[config.mk]
export PLATFORM = sky130hd
export DESIGN_NAME = idu_pipe_decoder_flat
export DESIGN_NICKNAME = d
export VERILOG_FILES = /design/src/rtl/idu_pipe_decoder_if.sv /design/src/rtl/idu_pipe_decoder.sv /design/src/flat_wrapper.sv
export SDC_FILE = /design/constraint.sdc
export NUM_CORES = 1
export LEC_CHECK = 0
export CORE_MARGIN = 1
export CORE_UTILIZATION = 32
export CTS_CLUSTER_DIAMETER = 50
export CTS_CLUSTER_SIZE = 8
export DETAILED_ROUTE_END_ITERATION = 10
export DONT_BUFFER_PORTS = 1
export PLACE_DENSITY = 0.45
export SYNTH_ARGS = -nofsm -noshare
export SYNTH_HDL_FRONTEND = slang
export SYNTH_SLANG_ARGS = --single-unit
[constraint.sdc]
create_clock -name IDP_CLOCK_50 -period 1.4 [get_ports IDP_CLOCK_50]
set_input_delay 0.07 -clock IDP_CLOCK_50 [delete_from_list [all_inputs] [get_ports IDP_CLOCK_50]]
set_output_delay 0.07 -clock IDP_CLOCK_50 [all_outputs]
set_load 0.02 [all_outputs]
[src/rtl/idu_pipe_decoder_if.sv]
// Fetch-side and execute-side handshake bundle of the pipelined instruction decoder.
// The MulDiv_En signal exists only when IDP_MULDIV_EN is defined.
interface idu_pipe_decoder_if #(
  parameter int unsigned INSTR_W = 32
);
  logic [INSTR_W-1:0] IDP_Instr_InBUS;
  logic               IDP_Instr_Valid_In;
  logic               IDP_Instr_Ready_Out;
  logic               IDP_Ctrl_Valid_Out;
  logic               IDP_Ctrl_Ready_In;
  logic [4:0]         IDP_Rd_OutBUS;
  logic [4:0]         IDP_Rs1_OutBUS;
  logic [4:0]         IDP_Rs2_OutBUS;
  logic [2:0]         IDP_Funct3_OutBUS;
  logic               IDP_Not_Branch_Jump_Op;
  logic               IDP_RegFile_Write;
  logic               IDP_Bru_En;
  logic               IDP_Alu_Select_Immediate_Mux;
  logic               IDP_Lsu_En;
  logic [1:0]         IDP_RegFile_Mux_OutBUS;
  logic [1:0]         IDP_AluOp_OutBUS;
  logic               IDP_Illegal_Out;
`ifdef IDP_MULDIV_EN
  logic               IDP_MulDiv_En;
`endif

  // Decoder side.
  modport slave (
    input  IDP_Instr_InBUS, IDP_Instr_Valid_In, IDP_Ctrl_Ready_In,
    output IDP_Instr_Ready_Out, IDP_Ctrl_Valid_Out,
    output IDP_Rd_OutBUS, IDP_Rs1_OutBUS, IDP_Rs2_OutBUS, IDP_Funct3_OutBUS,
    output IDP_Not_Branch_Jump_Op, IDP_RegFile_Write, IDP_Bru_En,
    output IDP_Alu_Select_Immediate_Mux, IDP_Lsu_En,
    output IDP_RegFile_Mux_OutBUS, IDP_AluOp_OutBUS, IDP_Illegal_Out
`ifdef IDP_MULDIV_EN
    , output IDP_MulDiv_En
`endif
  );

  // Fetch/execute side.
  modport master (
    output IDP_Instr_InBUS, IDP_Instr_Valid_In, IDP_Ctrl_Ready_In,
    input  IDP_Instr_Ready_Out, IDP_Ctrl_Valid_Out,
    input  IDP_Rd_OutBUS, IDP_Rs1_OutBUS, IDP_Rs2_OutBUS, IDP_Funct3_OutBUS,
    input  IDP_Not_Branch_Jump_Op, IDP_RegFile_Write, IDP_Bru_En,
    input  IDP_Alu_Select_Immediate_Mux, IDP_Lsu_En,
    input  IDP_RegFile_Mux_OutBUS, IDP_AluOp_OutBUS, IDP_Illegal_Out
`ifdef IDP_MULDIV_EN
    , input IDP_MulDiv_En
`endif
  );
endinterface

[src/rtl/idu_pipe_decoder.sv]
// Registered, handshaked instruction decoder with an LSU wait FSM, timeout, flush and
// illegal-opcode detection. Define IDP_MULDIV_EN to decode M-extension R-type ops.
module idu_pipe_decoder #(
  parameter int unsigned INSTR_W     = 32,
  parameter int unsigned LSU_TIMEOUT = 15
) (
  input  logic              IDP_CLOCK_50,
  input  logic              IDP_RESET_InHigh,
  input  logic              IDP_Flush_In,
  input  logic              IDP_Lsu_Done_In,
  output logic              IDP_Lsu_Timeout_Out,
  idu_pipe_decoder_if.slave idp
);

  localparam int unsigned     CntW    = $clog2(LSU_TIMEOUT + 1);
  localparam logic [CntW-1:0] CntLast = CntW'(LSU_TIMEOUT - 1);

  localparam logic [6:0] OpLui    = 7'b0110111;
  localparam logic [6:0] OpAuipc  = 7'b0010111;
  localparam logic [6:0] OpJal    = 7'b1101111;
  localparam logic [6:0] OpJalr   = 7'b1100111;
  localparam logic [6:0] OpBranch = 7'b1100011;
  localparam logic [6:0] OpLoad   = 7'b0000011;
  localparam logic [6:0] OpStore  = 7'b0100011;
  localparam logic [6:0] OpImm    = 7'b0010011;
  localparam logic [6:0] OpReg    = 7'b0110011;
  localparam logic [6:0] F7MulDiv = 7'b0000001;

  typedef enum logic [0:0] {StRun, StLsuWait} state_e;

  typedef struct packed {
    logic       not_brj;
    logic       wr;
    logic       bru;
    logic       imm;
    logic       lsu;
    logic       illegal;
`ifdef IDP_MULDIV_EN
    logic       muldiv;
`endif
    logic [1:0] mux;
    logic [1:0] aluop;
    logic [4:0] rd;
    logic [4:0] rs1;
    logic [4:0] rs2;
    logic [2:0] funct3;
  } bundle_t;

  state_e          state_q, state_d;
  logic [CntW-1:0] cnt_q, cnt_d;
  logic            valid_q, valid_d;
  bundle_t         bundle_q, bundle_d;
  bundle_t         dec;
  bundle_t         out_b;
  logic [6:0]      op;
  logic [6:0]      funct7;
  logic            instr_ready;
  logic            accept;
  logic            xfer;
  logic            timeout;

  assign op     = idp.IDP_Instr_InBUS[6:0];
  assign funct7 = idp.IDP_Instr_InBUS[31:25];

  // Opcode decode of the incoming instruction; captured into bundle_q on accept.
  always_comb begin
    dec        = '0;
    dec.rd     = idp.IDP_Instr_InBUS[11:7];
    dec.funct3 = idp.IDP_Instr_InBUS[14:12];
    dec.rs1    = idp.IDP_Instr_InBUS[19:15];
    dec.rs2    = idp.IDP_Instr_InBUS[24:20];
    case (op)
      OpLui, OpAuipc: begin
        dec.mux   = {~op[5], 1'b0};
        dec.wr    = 1'b1;
        dec.aluop = 2'b11;
        dec.imm   = 1'b1;
      end
      OpJal, OpJalr: begin
        dec.not_brj = 1'b1;
        dec.mux     = 2'b11;
        dec.wr      = 1'b1;
        dec.aluop   = 2'b10;
        dec.imm     = 1'b1;
      end
      OpBranch: begin
        dec.bru = 1'b1;
      end
      OpLoad, OpStore: begin
        dec.mux   = 2'b01;
        dec.wr    = ~op[5];
        dec.aluop = 2'b01;
        dec.imm   = 1'b1;
        dec.lsu   = 1'b1;
      end
      OpImm: begin
        dec.wr  = 1'b1;
        dec.imm = ~op[5];
      end
      OpReg: begin
        if (funct7 == F7MulDiv) begin
`ifdef IDP_MULDIV_EN
          dec.wr     = 1'b1;
          dec.muldiv = 1'b1;
`else
          dec.illegal = 1'b1;
`endif
        end else begin
          dec.wr  = 1'b1;
          dec.imm = ~op[5];
        end
      end
      default: begin
        dec.illegal = 1'b1;
      end
    endcase
  end

  // Flush and reset both block acceptance in the cycle they are asserted.
  assign instr_ready = (state_q == StRun) && (!valid_q || idp.IDP_Ctrl_Ready_In) &&
                       !IDP_Flush_In && !IDP_RESET_InHigh;
  assign accept      = idp.IDP_Instr_Valid_In && instr_ready;
  assign xfer        = valid_q && idp.IDP_Ctrl_Ready_In;

  always_comb begin
    valid_d  = valid_q;
    bundle_d = bundle_q;
    if (IDP_Flush_In) begin
      valid_d = 1'b0;
    end else if (accept) begin
      valid_d  = 1'b1;
      bundle_d = dec;
    end else if (xfer) begin
      valid_d = 1'b0;
    end
  end

  always_comb begin
    state_d = state_q;
    cnt_d   = cnt_q;
    timeout = 1'b0;
    if (IDP_Flush_In || IDP_RESET_InHigh) begin
      state_d = StRun;
      cnt_d   = '0;
    end else begin
      unique case (state_q)
        StRun: begin
          if (xfer && bundle_q.lsu) begin
            state_d = StLsuWait;
            cnt_d   = '0;
          end
        end
        StLsuWait: begin
          if (IDP_Lsu_Done_In) begin
            state_d = StRun;
            cnt_d   = '0;
          end else if (cnt_q == CntLast) begin
            state_d = StRun;
            cnt_d   = '0;
            timeout = 1'b1;
          end else begin
            cnt_d = cnt_q + 1'b1;
          end
        end
        default: begin
          state_d = StRun;
          cnt_d   = '0;
        end
      endcase
    end
  end

  always_ff @(posedge IDP_CLOCK_50) begin
    if (IDP_RESET_InHigh) begin
      state_q  <= StRun;
      cnt_q    <= '0;
      valid_q  <= 1'b0;
      bundle_q <= '0;
    end else begin
      state_q  <= state_d;
      cnt_q    <= cnt_d;
      valid_q  <= valid_d;
      bundle_q <= bundle_d;
    end
  end

  // Every bundle output reads as zero while nothing valid is held.
  assign out_b = valid_q ? bundle_q : '0;

  assign IDP_Lsu_Timeout_Out              = timeout;
  assign idp.IDP_Instr_Ready_Out          = instr_ready;
  assign idp.IDP_Ctrl_Valid_Out           = valid_q;
  assign idp.IDP_Rd_OutBUS                = out_b.rd;
  assign idp.IDP_Rs1_OutBUS               = out_b.rs1;
  assign idp.IDP_Rs2_OutBUS               = out_b.rs2;
  assign idp.IDP_Funct3_OutBUS            = out_b.funct3;
  assign idp.IDP_Not_Branch_Jump_Op       = out_b.not_brj;
  assign idp.IDP_RegFile_Write            = out_b.wr;
  assign idp.IDP_Bru_En                   = out_b.bru;
  assign idp.IDP_Alu_Select_Immediate_Mux = out_b.imm;
  assign idp.IDP_Lsu_En                   = out_b.lsu;
  assign idp.IDP_RegFile_Mux_OutBUS       = out_b.mux;
  assign idp.IDP_AluOp_OutBUS             = out_b.aluop;
  assign idp.IDP_Illegal_Out              = out_b.illegal;
`ifdef IDP_MULDIV_EN
  assign idp.IDP_MulDiv_En                = out_b.muldiv;
`endif

endmodule

[src/flat_wrapper.sv]
// flat-port wrapper written by rule: the top's interface ports become plain ports
module idu_pipe_decoder_flat 
#(
  parameter int unsigned INSTR_W     = 32,
  parameter int unsigned LSU_TIMEOUT = 15
)
  (IDP_CLOCK_50, IDP_RESET_InHigh, IDP_Flush_In, IDP_Lsu_Done_In, IDP_Lsu_Timeout_Out, idp_IDP_Instr_InBUS, idp_IDP_Instr_Valid_In, idp_IDP_Ctrl_Ready_In, idp_IDP_Instr_Ready_Out, idp_IDP_Ctrl_Valid_Out, idp_IDP_Rd_OutBUS, idp_IDP_Rs1_OutBUS, idp_IDP_Rs2_OutBUS, idp_IDP_Funct3_OutBUS, idp_IDP_Not_Branch_Jump_Op, idp_IDP_RegFile_Write, idp_IDP_Bru_En, idp_IDP_Alu_Select_Immediate_Mux, idp_IDP_Lsu_En, idp_IDP_RegFile_Mux_OutBUS, idp_IDP_AluOp_OutBUS, idp_IDP_Illegal_Out);
  idu_pipe_decoder_if #(.INSTR_W(INSTR_W)) idp_i ();
  input  logic IDP_CLOCK_50;
  input  logic IDP_RESET_InHigh;
  input  logic IDP_Flush_In;
  input  logic IDP_Lsu_Done_In;
  output logic IDP_Lsu_Timeout_Out;
  input wire logic [$bits(idp_i.IDP_Instr_InBUS)-1:0] idp_IDP_Instr_InBUS;
  input wire logic [$bits(idp_i.IDP_Instr_Valid_In)-1:0] idp_IDP_Instr_Valid_In;
  input wire logic [$bits(idp_i.IDP_Ctrl_Ready_In)-1:0] idp_IDP_Ctrl_Ready_In;
  output wire logic [$bits(idp_i.IDP_Instr_Ready_Out)-1:0] idp_IDP_Instr_Ready_Out;
  output wire logic [$bits(idp_i.IDP_Ctrl_Valid_Out)-1:0] idp_IDP_Ctrl_Valid_Out;
  output wire logic [$bits(idp_i.IDP_Rd_OutBUS)-1:0] idp_IDP_Rd_OutBUS;
  output wire logic [$bits(idp_i.IDP_Rs1_OutBUS)-1:0] idp_IDP_Rs1_OutBUS;
  output wire logic [$bits(idp_i.IDP_Rs2_OutBUS)-1:0] idp_IDP_Rs2_OutBUS;
  output wire logic [$bits(idp_i.IDP_Funct3_OutBUS)-1:0] idp_IDP_Funct3_OutBUS;
  output wire logic [$bits(idp_i.IDP_Not_Branch_Jump_Op)-1:0] idp_IDP_Not_Branch_Jump_Op;
  output wire logic [$bits(idp_i.IDP_RegFile_Write)-1:0] idp_IDP_RegFile_Write;
  output wire logic [$bits(idp_i.IDP_Bru_En)-1:0] idp_IDP_Bru_En;
  output wire logic [$bits(idp_i.IDP_Alu_Select_Immediate_Mux)-1:0] idp_IDP_Alu_Select_Immediate_Mux;
  output wire logic [$bits(idp_i.IDP_Lsu_En)-1:0] idp_IDP_Lsu_En;
  output wire logic [$bits(idp_i.IDP_RegFile_Mux_OutBUS)-1:0] idp_IDP_RegFile_Mux_OutBUS;
  output wire logic [$bits(idp_i.IDP_AluOp_OutBUS)-1:0] idp_IDP_AluOp_OutBUS;
  output wire logic [$bits(idp_i.IDP_Illegal_Out)-1:0] idp_IDP_Illegal_Out;
  assign idp_i.IDP_Instr_InBUS = idp_IDP_Instr_InBUS;
  assign idp_i.IDP_Instr_Valid_In = idp_IDP_Instr_Valid_In;
  assign idp_i.IDP_Ctrl_Ready_In = idp_IDP_Ctrl_Ready_In;
  assign idp_IDP_Instr_Ready_Out = idp_i.IDP_Instr_Ready_Out;
  assign idp_IDP_Ctrl_Valid_Out = idp_i.IDP_Ctrl_Valid_Out;
  assign idp_IDP_Rd_OutBUS = idp_i.IDP_Rd_OutBUS;
  assign idp_IDP_Rs1_OutBUS = idp_i.IDP_Rs1_OutBUS;
  assign idp_IDP_Rs2_OutBUS = idp_i.IDP_Rs2_OutBUS;
  assign idp_IDP_Funct3_OutBUS = idp_i.IDP_Funct3_OutBUS;
  assign idp_IDP_Not_Branch_Jump_Op = idp_i.IDP_Not_Branch_Jump_Op;
  assign idp_IDP_RegFile_Write = idp_i.IDP_RegFile_Write;
  assign idp_IDP_Bru_En = idp_i.IDP_Bru_En;
  assign idp_IDP_Alu_Select_Immediate_Mux = idp_i.IDP_Alu_Select_Immediate_Mux;
  assign idp_IDP_Lsu_En = idp_i.IDP_Lsu_En;
  assign idp_IDP_RegFile_Mux_OutBUS = idp_i.IDP_RegFile_Mux_OutBUS;
  assign idp_IDP_AluOp_OutBUS = idp_i.IDP_AluOp_OutBUS;
  assign idp_IDP_Illegal_Out = idp_i.IDP_Illegal_Out;
  idu_pipe_decoder #(.INSTR_W(INSTR_W), .LSU_TIMEOUT(LSU_TIMEOUT)) u_core (.IDP_CLOCK_50(IDP_CLOCK_50), .IDP_RESET_InHigh(IDP_RESET_InHigh), .IDP_Flush_In(IDP_Flush_In), .IDP_Lsu_Done_In(IDP_Lsu_Done_In), .IDP_Lsu_Timeout_Out(IDP_Lsu_Timeout_Out), .idp(idp_i));
endmodule
---- Word-level counts from Yosys, hierarchy flattened ----
Cells that the tools add are included.
storage, ports and cells
  bits in registers ....................... 34
  bits in latches ......................... 0
  memory bits (writable) .................. 0
  bits in read-only memories .............. 0
  output and inout port bits .............. 31
  memories ................................ 0
cells by class
  add/sub/neg operators ................... 1
  multipliers ............................. 0
  divide/modulo/power cells ............... 0
  order comparisons ....................... 0
  equality and inequality tests ........... 12
  shift operators ......................... 0
  multiplexer cells ....................... 25
  bitwise gates (word level) .............. 3
  reductions and logical operators ........ 21
operator list
  cell                                                                   count
  28-bit 2-to-1 mux                                                      1
  7-bit by 6-bit equality test with 1-bit output, second input constant  3
  7-bit equality test, second input constant                             3
  1-bit 2-to-1 mux                                                       15
  7-bit by 5-bit equality test with 1-bit output, second input constant  2
  4-bit 2-to-1 mux                                                       3
  4-bit one-hot mux with 3 select lines                                  1
  2-bit OR reduction                                                     5
  4-bit one-hot mux with 2 select lines                                  1
  8-bit OR reduction                                                     1
  7-bit by 1-bit equality test with 1-bit output, second input constant  1
  7-bit by 2-bit equality test with 1-bit output, second input constant  1
  1-bit logical AND                                                      6
  1-bit one-hot mux with 3 select lines                                  2
  6-bit OR reduction                                                     1
  5-bit OR reduction                                                     1
  4-bit by 1-bit adder with 4-bit output, second input constant          1
  4-bit equality test, second input constant                             1
  1-bit one-hot mux with 2 select lines                                  2
  1-bit zero test                                                        3
  1-bit inverter                                                         3
  1-bit logical OR                                                       2
  2-bit != test, second input constant                                   1
  2-bit AND reduction                                                    1
  2-bit nonzero test                                                     1

---- Depth between registers and ports, before layout ----
  depth in word-level cells ............... 7
  gate-level depth with buffers ........... 6

---- Worst setup path after synthesis ----
No wires, ideal clock.
  path type ............................... reg2reg
  start ................................... register u_core.valid_q (netlist: u_core.idp.IDP_Ctrl_Valid_Out)
  end ..................................... register u_core.bundle_q[27] (netlist bit)
  setup time .............................. 0.068 ns
  arrival ................................. 1.401 ns
  data required time ...................... 1.332 ns
  slack ................................... -0.068 ns
  stages on the path, launching flop included .. 6
  buffers on the path ..................... 1
  period minus slack after synthesis ...... 1.468 ns
  cell sequence ........................... dfxtp_1 > nor2b_1 > nor4b_4 > buf_6 > nand2_1 > a21oi_2
on the way
  longest elaborated chain between the ends .. 7
RTL lines
  what                                  line                     source
  from (decl)                           idu_pipe_decoder.sv:51   logic valid_q, valid_d;
  from (signal assigned)                idu_pipe_decoder.sv:182  valid_q <= valid_d;
  1-bit zero test                       idu_pipe_decoder.sv:120  assign instr_ready = (state_q == StRun) && (!valid_q || idp.IDP_Ctrl_Ready_In) &&
  1-bit logical OR                      idu_pipe_decoder.sv:120
  1-bit logical AND (2 in series)       idu_pipe_decoder.sv:120
  1-bit logical AND                     idu_pipe_decoder.sv:121  !IDP_Flush_In && !IDP_RESET_InHigh;
  1-bit logical AND                     idu_pipe_decoder.sv:122  assign accept = idp.IDP_Instr_Valid_In && instr_ready;
  2-bit AND reduction (no source line)  --
  to (signal assigned)                  idu_pipe_decoder.sv:183  bundle_q <= bundle_d;
  to (decl)                             idu_pipe_decoder.sv:52   bundle_t bundle_q, bundle_d;
Every way passes these cells.
A chain may end at the register's enable or synchronous reset.

---- Worst setup path after layout ----
  start ................................... register u_core.cnt_q[0]
  end ..................................... output IDP_Lsu_Timeout_Out
on the way
  longest elaborated chain between the ends .. 5
RTL lines
  what                    line                     source
  from (decl)             idu_pipe_decoder.sv:50   logic [CntW-1:0] cnt_q, cnt_d;
  from (signal assigned)  idu_pipe_decoder.sv:181  cnt_q <= cnt_d;
  4-bit equality test     idu_pipe_decoder.sv:157  end else if (cnt_q == CntLast) begin
  1-bit 2-to-1 mux        idu_pipe_decoder.sv:157
  1-bit 2-to-1 mux        idu_pipe_decoder.sv:154  if (IDP_Lsu_Done_In) begin
  1-bit 2-to-1 mux        idu_pipe_decoder.sv:146  unique case (state_q)
  1-bit 2-to-1 mux        idu_pipe_decoder.sv:142  if (IDP_Flush_In || IDP_RESET_InHigh) begin
  to (decl)               flat_wrapper.sv:13       output logic IDP_Lsu_Timeout_Out;
Every way passes these cells.

==> impl_results.rst <==
.. list-table::
   :header-rows: 1

   * - Metric
     - Value
   * - Result of the run
     - finished with violations
   * - Violations in the final reports
     - negative hold slack
   * - Die Outline Area
     - 0.00542 mm²
   * - Dpl cells
     - 273
   * - Slowest-stage cell, CP
     - dfxtp_2
   * - Pin count of the biggest net entering global routing
     - 31
   * - Hold Worst Slack
     - -0.0120 ns
   * - Data required time at the worst endpoint
     - 1.33 ns
   * - Most instantiated flip-flop cell in the synthesis netlist
     - dfxtp_1
   * - RSZ-0062 raised after global routing
     - true
   * - Row cnt
     - 25
   * - Most used cells in the layout excluding fill and tap cells
     - nand2_1, dfxtp_1, and2_1
   * - TritonCTS Buffers
     - 5
   * - Arrival time at the worst endpoint
     - 1.31 ns
   * - Max-cap check violation count
     - 0
   * - Maximum root-to-sink buffer count
     - 2
   * - Sequential cell area fraction in the yosys report
     - 41.5%
   * - Placed Area
     - 0.00178 mm²
   * - Largest stage delay on the critical path
     - 0.32 ns
   * - Yosys warning count
     - 0
   * - CTS clock-pin slew for the worst setup and hold paths
     - 0.07 ns
   * - Vias in the first global route
     - 1318
   * - Minimum setup slack after placement
     - -0.0321 ns
   * - Critical-path maximum fanout
     - 3
   * - Yosys top cell area share
     - 41.5%
   * - Remaining Overflow, GRT
     - 0
   * - Post-route clock skew
     - 0.00384 ns
   * - Count of buffers inserted at the top-level ports
     - 0
   * - Average vias per placed instance
     - 4.93
   * - Synth Instances
     - 204
   * - Slew @ Worst Pin
     - 0.426 ns
   * - Initial Utilization
     - 34.1%
   * - DRT antenna net count
     - 0
   * - Detailed Route WL
     - 4420 µm
   * - Final number of setup-violating endpoints
     - 0
   * - Number of enable flip-flop cells after synthesis
     - 0
   * - Cell at the root of the clock tree
     - clkbuf_8
   * - Post-route worst setup slack
     - 0.0197 ns
   * - Clock latency reported for the late side of the worst-skew pair
     - 0.28 ns
   * - Post-route standard cell area excluding fillers
     - 0.00224 mm²
   * - DRC errors left
     - 0
   * - Post-detailed-route wirelength per cell
     - 14.2 µm
   * - Critical path's top delay family
     - flip-flops
   * - Number of DRC markers after the initial detailed-route iteration
     - 36
   * - HPWL after DPL
     - 2850 µm
   * - Area of the core
     - 0.00482 mm²
   * - Layout overhead on the synthesized area
     - 36.4%
   * - Wire length on met2
     - 2140 µm
   * - Pwr Density
     - 844 mW/mm²
   * - Synth top area cells
     - dfxtp_1, and2_1, nand2_1
   * - Minimum clock period after layout
     - 1.38 ns
   * - Critical Path Sink Type
     - primary output
   * - Final Power
     - 0.00189 W
   * - Met1 layer wirelength in the final routing
     - 1990 µm
   * - Clock tree from TritonCTS
     - done
   * - Maximum vdd ir drop
     - 432 µV
   * - Post-synthesis average cell area
     - 8.04 µm²
   * - Cell taking the most area after synthesis
     - dfxtp_1
   * - Max-slew violation count
     - 0
   * - Yosys reg bits
     - 34
   * - Total global routing track utilization
     - 14.4%
   * - Number of levels the H-tree was split into
     - 2
   * - Area taken by multi-input logic gates
     - 928 µm²
   * - Clk sink count
     - 34
   * - Global placer's final weighted congestion
     - 0.773
   * - Maximum clock frequency
     - 724 MHz
   * - Wire length of the first global-routing pass
     - 5960 µm
   * - Storage cell area
     - 684 µm²
   * - Class of the most critical setup path
     - reg -> out
   * - Worst path cell trace
     - inv_1 -> ha_1 -> nand3_2 -> nor3_2 -> buf_4
   * - Die height
     - 73.6 µm
   * - Leading cell type in the layout, fill and taps excluded
     - nand2_1
   * - First-pass iteration count of the detailed router
     - 4
   * - Number of inserted filler cells in the final layout
     - 490
   * - Uppermost routed layer
     - met4
   * - Antenna violations before repair
     - 0
   * - Met3 WL post-DR
     - 221 µm
   * - Layout Cells excl Fill
     - 310
   * - Post-synthesis net count
     - 244
   * - Layout cells sized above 1
     - 17.7%
   * - Cell area after synthesis
     - 0.00164 mm²
   * - Number of hold-slack violations in the final timing report
     - 1
   * - Leakage
     - 0.822 nW
   * - Die Width
     - 73.6 µm
   * - Synth async-reset ratio
     - 0%
   * - Number of top-level pins
     - 69
   * - Antenna cell count
     - 0
   * - Startpoint kind of the worst setup timing path
     - register
   * - Final critical-path share of the clock period
     - 98.6%
   * - Via count
     - 1528
   * - NumNets Final
     - 283
   * - Worst hold path type
     - in -> reg
   * - Post-synth cell types
     - 34
   * - CP bufs+invs
     - 2
   * - Max_slew headroom
     - 71.6%
==> logic make-up after synthesis <==
family	synth area share, %
DFF	41.5
muxes	1.22
and+or+nand+nor	36.6
AOI/OAI and AO/OA	14.6
adders and majority gates	1.53
buffers and inverters	4.58
==> stage by stage <==
| stage | util [%] | TNS (ns) |
|---|---|---|
| 2_1_floorplan | - | 0 |
| 4_1_cts | 38.9 | 0 |
| 3_3_place_gp | 36.9 | 0 |
| 5_1_grt | 46.4 | -0.0563 |
| 6_report | 46.4 | 0 |
| 3_5_place_dp | 36.9 | -0.0321 |
==> area by class of cell <==
class | count | area share [%]
repair buffers | 44 | 20.3
well taps | 67 | 3.75
inverters | 2 | 0.336
flip-flops and latches | 34 | 30.6
clock buffers | 5 | 3.08
clock inverters | 2 | 0.447
multi-input cells | 156 | 41.5
==> layer usage <==
layer | up-vias | global-route usage (%)
met5 | - | 0
met3 | 6 | 4.39
met2 | 50 | 24.4
met1 | 702 | 17.3
met4 | 0 | 5.13
li1 | 770 | -
==> cell usage after synthesis (2+ instances only) <==
library cell and n:
a311oi_1 2, mux2i_1 2, nor2b_1 3, buf_6 3
inv_1 2, and2_1 29, nor3_1 3, nor3b_1 2
dfxtp_1 34, a21oi_2 3, clkbuf_1 9, ha_1 2
a211oi_1 5, a21oi_1 20, nor2_1 14, nand2b_1 4
nand4_1 3, nand2_1 44, nand3_1 5
==> worst paths after layout <==
check	start	end	slack, ns	cells past startpoint
hold / removal	idp_IDP_Instr_InBUS[4]	u_core.bundle_q[19]	-0.01	2
setup / recovery	u_core.cnt_q[0]	IDP_Lsu_Timeout_Out	0.02	5
setup reg to reg	u_core.idp.IDP_Ctrl_Valid_Out	u_core.bundle_q[18]	0.06	6
hold reg to reg	u_core.bundle_q[0]	u_core.bundle_q[0]	0.45	2
==> power by group <==
group	switching, W	internal (W)	total, W
clock network	0.000340	0.000333	0.000674
registers	0.0000130	0.000996	0.00101
logic	0.0000927	0.000114	0.000206
==> registers in the layout, summed over array words and instances, names as in the netlist <==
name                           count
u_core.bundle_q                   28
u_core.cnt_q                       4
u_core.idp.IDP_Ctrl_Valid_Out      1
u_core.state_q                     1
==> repair_timing <==
action,CTS,global route
hold buffers,1,24
endpoints found under the setup margin,2,8
cloned,0,2
pin swaps,0,9
hold endpoints to repair,29,27
resized for setup,2,10
buffers inserted,0,3
Power figures use the tool's default switching activity.
